`src/rtl/timer_pkg.sv`:
```
// rtl/timer_pkg.sv - shared types for the prescaled multi-channel compare timer
package timer_pkg;

    typedef enum logic {
        IDLE = 1'b0,
        RUN  = 1'b1
    } timer_state_e;

endpackage

```
`src/rtl/prescaled_multitimer_tick_prescaler.sv`:
```
// rtl/prescaled_multitimer_tick_prescaler.sv - clock divider producing a tick every div_i+1 enabled clocks
module tick_prescaler #(
    parameter int PRESCALE_WIDTH = 4
) (
    input  logic                      clock_i,
    input  logic                      reset_n_i,
    input  logic                      clear_i,
    input  logic                      enable_i,
    input  logic [PRESCALE_WIDTH-1:0] div_i,
    output logic                      tick_o
);

    logic [PRESCALE_WIDTH-1:0] cnt_q;
    logic [PRESCALE_WIDTH-1:0] cnt_d;

    assign tick_o = enable_i && !clear_i && (cnt_q == div_i);

    always_comb begin
        cnt_d = cnt_q;
        if (clear_i) begin
            cnt_d = '0;
        end else if (enable_i) begin
            cnt_d = tick_o ? '0 : cnt_q + PRESCALE_WIDTH'(1);
        end
    end

    always_ff @(posedge clock_i or negedge reset_n_i) begin
        if (!reset_n_i) begin
            cnt_q <= '0;
        end else begin
            cnt_q <= cnt_d;
        end
    end

endmodule

```
`src/rtl/prescaled_multitimer.sv`:
```
// rtl/prescaled_multitimer.sv - multi-channel compare timer with prescaler, one-shot/periodic modes and stop
module prescaled_multitimer
    import timer_pkg::*;
#(
    parameter int TIMER_WIDTH    = 8,
    parameter int CHANNELS       = 4,
    parameter int PRESCALE_WIDTH = 4
) (
    input  logic                      clock_i,
    input  logic                      reset_n_i,
    input  logic [PRESCALE_WIDTH-1:0] prescale_i,
    input  logic [TIMER_WIDTH-1:0]    period_i,
    input  logic                      periodic_i,
    input  logic [TIMER_WIDTH-1:0]    compare_i [CHANNELS],
    input  logic                      start_i,
    input  logic                      stop_i,
    output logic                      running_o,
    output logic [TIMER_WIDTH-1:0]    count_o,
    output logic [CHANNELS-1:0]       expired_o,
    output logic [CHANNELS-1:0]       strobe_o,
    output logic                      wrap_o
);

    timer_state_e              state_q, state_d;
    logic                      start_q;
    logic [TIMER_WIDTH-1:0]    count_q, count_d;
    logic [TIMER_WIDTH-1:0]    period_q, period_d;
    logic [PRESCALE_WIDTH-1:0] prescale_q, prescale_d;
    logic                      periodic_q, periodic_d;
    logic                      wrap_q, wrap_d;

    logic                      start_edge;
    logic                      running;
    logic                      tick;
    logic                      advance;
    logic                      at_period;
    logic [TIMER_WIDTH-1:0]    count_inc;

    assign start_edge = start_i && !start_q;
    assign running    = (state_q == RUN);
    assign at_period  = (count_q == period_q);
    assign count_inc  = count_q + TIMER_WIDTH'(1);
    // A start edge outranks stop; stop suppresses the tick of its own cycle.
    assign advance    = running && !start_edge && !stop_i && tick;

    tick_prescaler #(
        .PRESCALE_WIDTH(PRESCALE_WIDTH)
    ) u_tick_prescaler (
        .clock_i  (clock_i),
        .reset_n_i(reset_n_i),
        .clear_i  (start_edge),
        .enable_i (running),
        .div_i    (prescale_q),
        .tick_o   (tick)
    );

    always_comb begin
        state_d    = state_q;
        count_d    = count_q;
        period_d   = period_q;
        prescale_d = prescale_q;
        periodic_d = periodic_q;
        wrap_d     = 1'b0;
        if (start_edge) begin
            state_d    = RUN;
            count_d    = '0;
            period_d   = period_i;
            prescale_d = prescale_i;
            periodic_d = periodic_i;
        end else if (running && stop_i) begin
            state_d = IDLE;
        end else if (advance) begin
            if (at_period) begin
                wrap_d = 1'b1;
                if (periodic_q) begin
                    count_d = '0;
                end else begin
                    state_d = IDLE;
                end
            end else begin
                count_d = count_inc;
            end
        end
    end

    always_ff @(posedge clock_i or negedge reset_n_i) begin
        if (!reset_n_i) begin
            state_q    <= IDLE;
            start_q    <= 1'b0;
            count_q    <= '0;
            period_q   <= '1;
            prescale_q <= '0;
            periodic_q <= 1'b0;
            wrap_q     <= 1'b0;
        end else begin
            state_q    <= state_d;
            start_q    <= start_i;
            count_q    <= count_d;
            period_q   <= period_d;
            prescale_q <= prescale_d;
            periodic_q <= periodic_d;
            wrap_q     <= wrap_d;
        end
    end

    for (genvar g = 0; g < CHANNELS; g++) begin : g_channel
        logic [TIMER_WIDTH-1:0] cmp_q, cmp_d;
        logic                   exp_q, exp_d;
        logic                   stb_q, stb_d;

        always_comb begin
            cmp_d = cmp_q;
            exp_d = exp_q;
            stb_d = 1'b0;
            if (start_edge) begin
                cmp_d = compare_i[g];
                exp_d = (compare_i[g] == '0);
                stb_d = exp_d;
            end else if (advance) begin
                if (at_period) begin
                    // Wrap clears every channel; zero compares re-expire at once.
                    if (periodic_q) begin
                        exp_d = (cmp_q == '0);
                        stb_d = exp_d;
                    end
                end else if (count_inc >= cmp_q) begin
                    exp_d = 1'b1;
                    stb_d = !exp_q;
                end
            end
        end

        always_ff @(posedge clock_i or negedge reset_n_i) begin
            if (!reset_n_i) begin
                cmp_q <= '1;
                exp_q <= 1'b0;
                stb_q <= 1'b0;
            end else begin
                cmp_q <= cmp_d;
                exp_q <= exp_d;
                stb_q <= stb_d;
            end
        end

        assign expired_o[g] = exp_q;
        assign strobe_o[g]  = stb_q;
    end

    assign running_o = running;
    assign count_o   = count_q;
    assign wrap_o    = wrap_q;

endmodule

```
`config.mk`:
```
export PLATFORM = sky130hd
export DESIGN_NAME = prescaled_multitimer
export DESIGN_NICKNAME = d
export VERILOG_FILES = /design/src/rtl/timer_pkg.sv /design/src/rtl/prescaled_multitimer_tick_prescaler.sv /design/src/rtl/prescaled_multitimer.sv
export SDC_FILE = /design/constraint.sdc
export NUM_CORES = 1
export LEC_CHECK = 0
export ABC_CLOCK_PERIOD_IN_PS = 2900
export CAP_MARGIN = 20
export CORE_ASPECT_RATIO = 0.9
export CORE_MARGIN = 8
export CORE_UTILIZATION = 60
export DETAILED_ROUTE_END_ITERATION = 10
export DONT_BUFFER_PORTS = 1
export PLACE_DENSITY = 0.72
export REMOVE_ABC_BUFFERS = 1
export SYNTH_ARGS = -nofsm -noshare
export SYNTH_HDL_FRONTEND = slang
export SYNTH_SLANG_ARGS = --single-unit
export TNS_END_PERCENT = 30
```
`constraint.sdc`:
```
create_clock -name clock_i -period 2.9 [get_ports clock_i]
set_clock_uncertainty 0.15 [all_clocks]
set_input_delay 0.435 -clock clock_i [delete_from_list [all_inputs] [get_ports clock_i]]
set_output_delay 0.435 -clock clock_i [all_outputs]
set_load 0.005 [all_outputs]
```
==> results of run 1 <==
## power groups by stage
| stage | Combinational, W | Clock, W | Sequential (W) |
|---|---|---|---|
| after floorplan | 0.000299 | 0 | 0.00119 |
| after global placement | 0.000369 | 0 | 0.00120 |
| after detailed placement | 0.000383 | 0 | 0.00121 |
| after CTS | 0.000411 | 0.000808 | 0.00119 |
| after global routing | 0.000471 | 0.000848 | 0.00121 |
| final | 0.000407 | 0.000790 | 0.00119 |
## routing by layer
layer / GRT usage / vias to the layer above / share of wire
met5: 0 / - / 0
met4: 0.07204 / 0 / 0.019
met3: 0.06682 / 18 / 0.082
met2: 0.2972 / 88 / 0.45
met1: 0.2523 / 1376 / 0.45
li1: - / 1393 / -
## sequential cells by signal, summed over array words and instances (netlist names)
register / count
count_o: 8
g_channel.cmp_q: 32
g_channel.exp_q: 4
g_channel.stb_q: 4
period_q: 8
periodic_q: 1
prescale_q: 4
running_o: 1
start_q: 1
u_tick_prescaler.cnt_q: 4
wrap_o: 1
## per-stage QoR
| stage | hold slack, ns | worst slack [ns] | TNS [ns] |
|---|---|---|---|
| floorplan | -0.01059 | -2.249 | -109.75 |
| global placement | -0.007244 | 0.1864 | 0 |
| detailed placement | -0.007604 | -0.002819 | -0.002819 |
| CTS | 0.03212 | 0.004005 | 0 |
| global route | 0.03403 | 0.01002 | 0 |
| finish | 0.04591 | 0.1706 | 0 |
## cell type report
| class | count | share of cell area |
|---|---|---|
| clock buffer | 14 | 0.03741 |
| clock inverter | 2 | 0.008058 |
| inverter | 30 | 0.02590 |
| multi-input combinational | 269 | 0.4636 |
| sequential | 68 | 0.4029 |
| tap | 90 | 0.02590 |
| timing repair buffer | 16 | 0.03626 |
## path summary, 6_finish.rpt
| check | start | to | slack, ns | depth (start not counted) |
|---|---|---|---|---|
| worst max register to register | count_o[0] | g_channel[2].stb_q | 0.17 | 10 |
| worst max-delay path | count_o[0] | g_channel[2].stb_q | 0.17 | 10 |
| max in group asynchronous | reset_n_i | g_channel[2].cmp_q[6] | 1.79 | 2 |
| worst min register to register | g_channel[3].cmp_q[2] | g_channel[3].cmp_q[2] | 0.37 | 2 |
| worst min-delay path | compare_i[15] | g_channel[2].cmp_q[7] | 0.05 | 2 |
| min in group asynchronous | reset_n_i | start_q | 0.48 | 2 |
## critical path, cell delays in order, from the launching register on
cell	delay, ns
dfrtp_1	0.42
ha_1	0.25
nand3_1	0.13
nor2_1	0.21
xor2_2	0.14
ha_1	0.29
and2_1	0.14
o2111ai_1	0.11
o21ai_0	0.24
or4b_1	0.45
o211ai_1	0.11
## placed cells by master (no fill, tap or decap), drive strengths merged, types with 7 or more instances in the layout
| master | instances |
|---|---|
| nor2 | 11 |
| buf | 14 |
| ha | 34 |
| nand3 | 10 |
| nand2 | 43 |
| nor4 | 17 |
| a21o | 8 |
| xnor2 | 15 |
| a21oi | 11 |
| mux2 | 19 |
| dfstp | 40 |
| inv | 30 |
| o21ai | 36 |
| dfrtp | 28 |
| nor4b | 7 |
| clkbuf | 14 |
## timing repair
item,CTS,global route
hold endpoints to repair,69,0
gates resized for setup,0,4
buffers inserted,0,2
setup endpoints to repair,0,5
hold buffers,3,0
## logic make-up (layout without fill, tap and decap cells)
family,Yosys count,after routing,share of synthesized area
simple gates,116,116,0.1625
flops,68,68,0.4401
mux,21,21,0.05879
compound gates,80,80,0.1311
xor+xnor,18,18,0.03961
fa+ha+maj,34,34,0.1069
buf+inv,54,62,0.06099
==> flow_metrics.tcl, run 1 <==
set metrics [dict create \
    status "finished, final reports clean" \
    cts_sinks 68 \
    finalSetupViolCount 0 \
    powerDensity_nw_per_um2 548.7 \
    wl_per_cell_um 17.96 \
    ys_ff_latch 68 \
    place_area_um2 4065 \
    synthTopCellsByCount "nand2_1 (43), dfstp_2 (40), o21ai_0 (36)" \
    rsz0062_at_grt "no" \
    grtUsageTotal 0.1956 \
    fmax_mhz 366.4 \
    grt_pass1_vias 2905 \
    cts-buffers-inserted 9 \
    vias 2875 \
    cts_tree "done" \
    path_max_fanout 5 \
    grt_max_degree 82 \
    synth_ff_type "dfstp_2" \
    design_area_um2 4348 \
    min_period_over_period 0.9412 \
    synth.distinct_cells 46 \
    synthCells 391 \
    worstPathArrival_ns 2.84 \
    fillerInstances 542 \
    drtIter0Drc 151 \
    yosysTopAreaCell "dfstp_2" \
    end_kind "register" \
    yosys.cell_count.top_type "nand2_1" \
    wirelength_um 8781 \
    p_int_w 0.001738 \
    comb_power_share 0.171 \
    core_area_um2 6516 \
    multi_input_area_um2 2016 \
    die_area_um2 9499 \
    required_ns 3.01 \
    nNetsFinal 477 \
    dp_hpwl_um 6478 \
    syn_area_um2 3980 \
    dp_cells 468 \
    tightestPinTransition_ns 0.6883 \
    die_w_um 101.9 \
    cap_violations 0 \
    power_switching_w 0.0006473 \
    p_seq_frac 0.498 \
    synth_edf_count 0 \
    root_buffer "clkbuf_8" \
    die_h_um 93.27 \
    p_sw_frac 0.2713 \
    h-tree-depth 3 \
    seq_area_um2 1752 \
    portBuffers 0 \
    finalNonFillerCells 489 \
    final.min_clock_period_ns 2.729 \
    dr.pass1.iters 5 \
    start_util 0.6108 \
    startpoint_type "register" \
    area_delta_synth_final_pct 9.242 \
    path_class "reg2reg" \
    p_clk_frac 0.331 \
    via_per_inst 5.879 \
    yosys_warnings 0 \
    num_rows 28 \
    drive_gt1_frac 0.2506 \
    grt_pass1_wl_um 14480 \
    place.gp.congestion 0.8240 \
    cts_max_path_buffers 2 \
    yosys-top-cells-area "dfstp_2 (26%), dfrtp_1 (18%), ha_1 (11%)" \
    clock_latency_ns 0.35 \
    io_pins 67 \
    antenna_cells 0 \
    antenna_found_initial 0 \
    hold_viol 0 \
    final_core_util 0.6672 \
    grt-ovfl-total 0 \
    ys_seq_area_frac 0.4401 \
    synth_top_area_frac 0.2641 \
    clk_pin_slew_ns 0.07 \
    hold_path.class "in2reg" \
    maxSlewViolCount 0 \
    p_leak_nw 1.892 \
    ant_nets 0 \
    max_slew_margin 0.5369 \
    synth_area_per_cell_um2 10.18 \
    ys_async_sr_fraction 1.000 \
    drc 0 \
    max-vdd-ir-drop_v 0.0003454 \
    p_total_w 0.002386 \
]
Power figures use the tool's default switching activity.
==> run 2, diff against run 1 <==
--- a/config.mk
+++ b/config.mk
@@ -5,7 +5,7 @@
 export SDC_FILE = /design/constraint.sdc
 export NUM_CORES = 1
 export LEC_CHECK = 0
-export ABC_CLOCK_PERIOD_IN_PS = 2900
+export ABC_CLOCK_PERIOD_IN_PS = 3100
 export CAP_MARGIN = 20
 export CORE_ASPECT_RATIO = 0.9
 export CORE_MARGIN = 8
==> constraint.sdc (replaced) <==
create_clock -name clock_i -period 3.1 [get_ports clock_i]
set_clock_uncertainty 0.15 [all_clocks]
set_input_delay 0.465 -clock clock_i [delete_from_list [all_inputs] [get_ports clock_i]]
set_output_delay 0.465 -clock clock_i [all_outputs]
set_load 0.005 [all_outputs]
==> run 2 against run 1 <==
Compared with the run above:
- die area unchanged
- core utilization decreased by 0.71 points
- largest power group unchanged
- count of clock-buffer cells in the layout shrank 2
- design area down 1.1%
- highest routed layer unchanged
- critical path depth did not move
- largest cell class unchanged
- via count grew 0.73%
- non-clock buffer count decreased by 4
- combinational power decreased by 6.1%
- clock power is 8.9% lower
- global-route usage is 0.30 points higher
==> flow_metrics.tcl, run 2 (same netlist as run 1, synthesis figures left out) <==
set metrics [dict create \
    status "finished, final reports clean" \
    place.gp.congestion 0.8043 \
    start_util 0.6108 \
    final.min_clock_period_ns 2.905 \
    cts_sinks 68 \
    path_max_fanout 7 \
    via_per_inst 5.971 \
    grt_max_degree 75 \
    dp_hpwl_um 6582 \
    final_core_util 0.6601 \
    maxSlewViolCount 0 \
    crit_path_top_delay_cell "dfrtp_1" \
    max-vdd-ir-drop_v 0.0003604 \
    h-tree-depth 3 \
    drc 0 \
    die_area_um2 9499 \
    fillerInstances 533 \
    hold_viol 0 \
    cts_tree "done" \
    finalSetupViolCount 0 \
    drive_gt1_frac 0.2430 \
    slowest_delay_ns 0.48 \
    antenna_found_initial 0 \
    dr.pass1.iters 4 \
    cap_violations 0 \
    worstPathArrival_ns 3.01 \
    postCtsSetupRepairBufs 0 \
    max_slew_margin 0.5455 \
    die_h_um 93.27 \
    num_rows 28 \
    cp-endpoint "g_channel[3].stb_q" \
    dp_cells 466 \
    die_w_um 101.9 \
    ant_nets 0 \
    worstSetupStartpoint "count_o[0]" \
    worst_r2r_endpoint "g_channel[3].stb_q" \
    grt_pass1_wl_um 14790 \
    cts_max_path_buffers 2 \
    p_seq_frac 0.503 \
    p_clk_frac 0.325 \
    powerDensity_nw_per_um2 515.9 \
    nNetsFinal 473 \
    wl_per_cell_um 18.43 \
    grt_pass1_vias 3048 \
    portBuffers 0 \
    final_cell_mix "nand2_1 (43), dfstp_2 (40), o21ai_0 (36)" \
    grtUsageTotal 0.1986 \
    final_common_cell "nand2_1" \
    root_buffer "clkbuf_8" \
    fmax_mhz 344.2 \
    crit_top_cell "ha_1" \
    area_delta_synth_final_pct 8.079 \
    rrSetupSlack_ns 0.19 \
    p_total_w 0.002219 \
    r2r_start "count_o[0]" \
    finalNonFillerCells 485 \
    p_int_w 0.001603 \
    end_kind "register" \
    tightestPinTransition_ns 0.6769 \
    drtIter0Drc 124 \
    required_ns 3.20 \
    power_switching_w 0.0006165 \
    p_sw_frac 0.2778 \
    clock_latency_ns 0.35 \
    cts-buffers-inserted 9 \
    antenna_cells 0 \
    largest_register_ff_count 32 \
    io_pins 67 \
    rr_worst_depth 10 \
    vias 2896 \
    clk_pin_slew_ns 0.07 \
    core_area_um2 6516 \
    hold_path.class "in2reg" \
    comb_power_share 0.172 \
    startpoint_type "register" \
    grt-ovfl-total 0 \
    tns_ns 0 \
    path_class "reg2reg" \
    regMostFlops "g_channel.cmp_q" \
    wirelength_um 8940 \
    crit_chain "ha_1 > nand3_1 > nor2_1 > xor2_2 > ha_1 > and2_1 > o2111ai_1 > o21ai_0 > or4b_1 > o211ai_1" \
    min_period_over_period 0.9372 \
    p_leak_nw 1.852 \
]
-- run 2: cell count changes in the layout (fill, tap and decap cells not counted) --
cell and delta:
o21ai_1 -1, dfrtp_2 +1, xor2_1 +1, dfrtp_1 -1, xnor2_2 -1, xnor2_1 +1, clkbuf_1 -1, xor2_2 -1
buf_4 -4, clkinvlp_4 +2, clkbuf_8 -1, o21ai_0 +1
-- run 2: metrics by stage --
step	hold slack [ns]	worst slack (ns)	instance area, µm²
floorplan	0.01941	-2.079	3850
global placement	0.02243	0.3144	4050
detailed placement	0.02344	0.1471	4050
CTS	0.05984	0.1216	4293
global route	0.07428	-0.007669	4302
finish	0.06917	0.1946	4302
-- run 2: final cells by class --
class / instances / area [µm²] / share of cell area
Timing Repair Buffer: 12 / 127.6 / 0.02967
Clock buffer: 12 / 145.1 / 0.03374
Inverter: 30 / 112.6 / 0.02618
Tap cell: 90 / 112.6 / 0.02618
Clock inverter: 4 / 50.05 / 0.01163
Multi-Input combinational cell: 269 / 2001 / 0.4651
Sequential cell: 68 / 1753 / 0.4075
-- run 2: timing repair --
item | 4_1_cts | 5_1_grt
gates resized for setup | 0 | 2
hold buffers | 3 | 0
endpoints found under the setup margin | 0 | 4
hold endpoints to repair | 69 | 0
-- run 2: power by group through the flow --
stage	clock network, W	registers, W	logic (W)
detailed placement	0	0.00113	0.000359
global route	0.000765	0.00113	0.000438
floorplan	0	0.00111	0.000280
global placement	0	0.00113	0.000344
finish	0.000720	0.00112	0.000382
CTS	0.000735	0.00112	0.000384
-- run 2: how the worst min path moves through the flow --
stage / to / depth (start not counted) / from / slack [ns]
floorplan: count_o[0] / 0 / reset_n_i / 0.02
global placement: start_q / 0 / reset_n_i / 0.02
detailed placement: start_q / 0 / reset_n_i / 0.02
CTS: g_channel[3].cmp_q[1] / 2 / compare_i[1] / 0.06
global route: g_channel[2].cmp_q[7] / 2 / compare_i[15] / 0.07
finish: g_channel[3].cmp_q[1] / 2 / compare_i[1] / 0.07
-- run 2: routing by layer --
layer | part of all wire | global-route usage | vias up
met5 | 0 | 0 | -
met3 | 0.094 | 0.07127 | 14
li1 | - | - | 1391
met4 | 0.013 | 0.06105 | 0
met2 | 0.46 | 0.3114 | 91
met1 | 0.43 | 0.2506 | 1400
-- run 2: worst max-delay path: cells and delay by family, from the launching register on --
kind	cells	cell delay, ns
adders and majority gates	2	0.57
DFF	1	0.48
and+or+nand+nor	4	0.98
AOI/OAI and AO/OA	3	0.47
xor gates and xnor gates	1	0.16
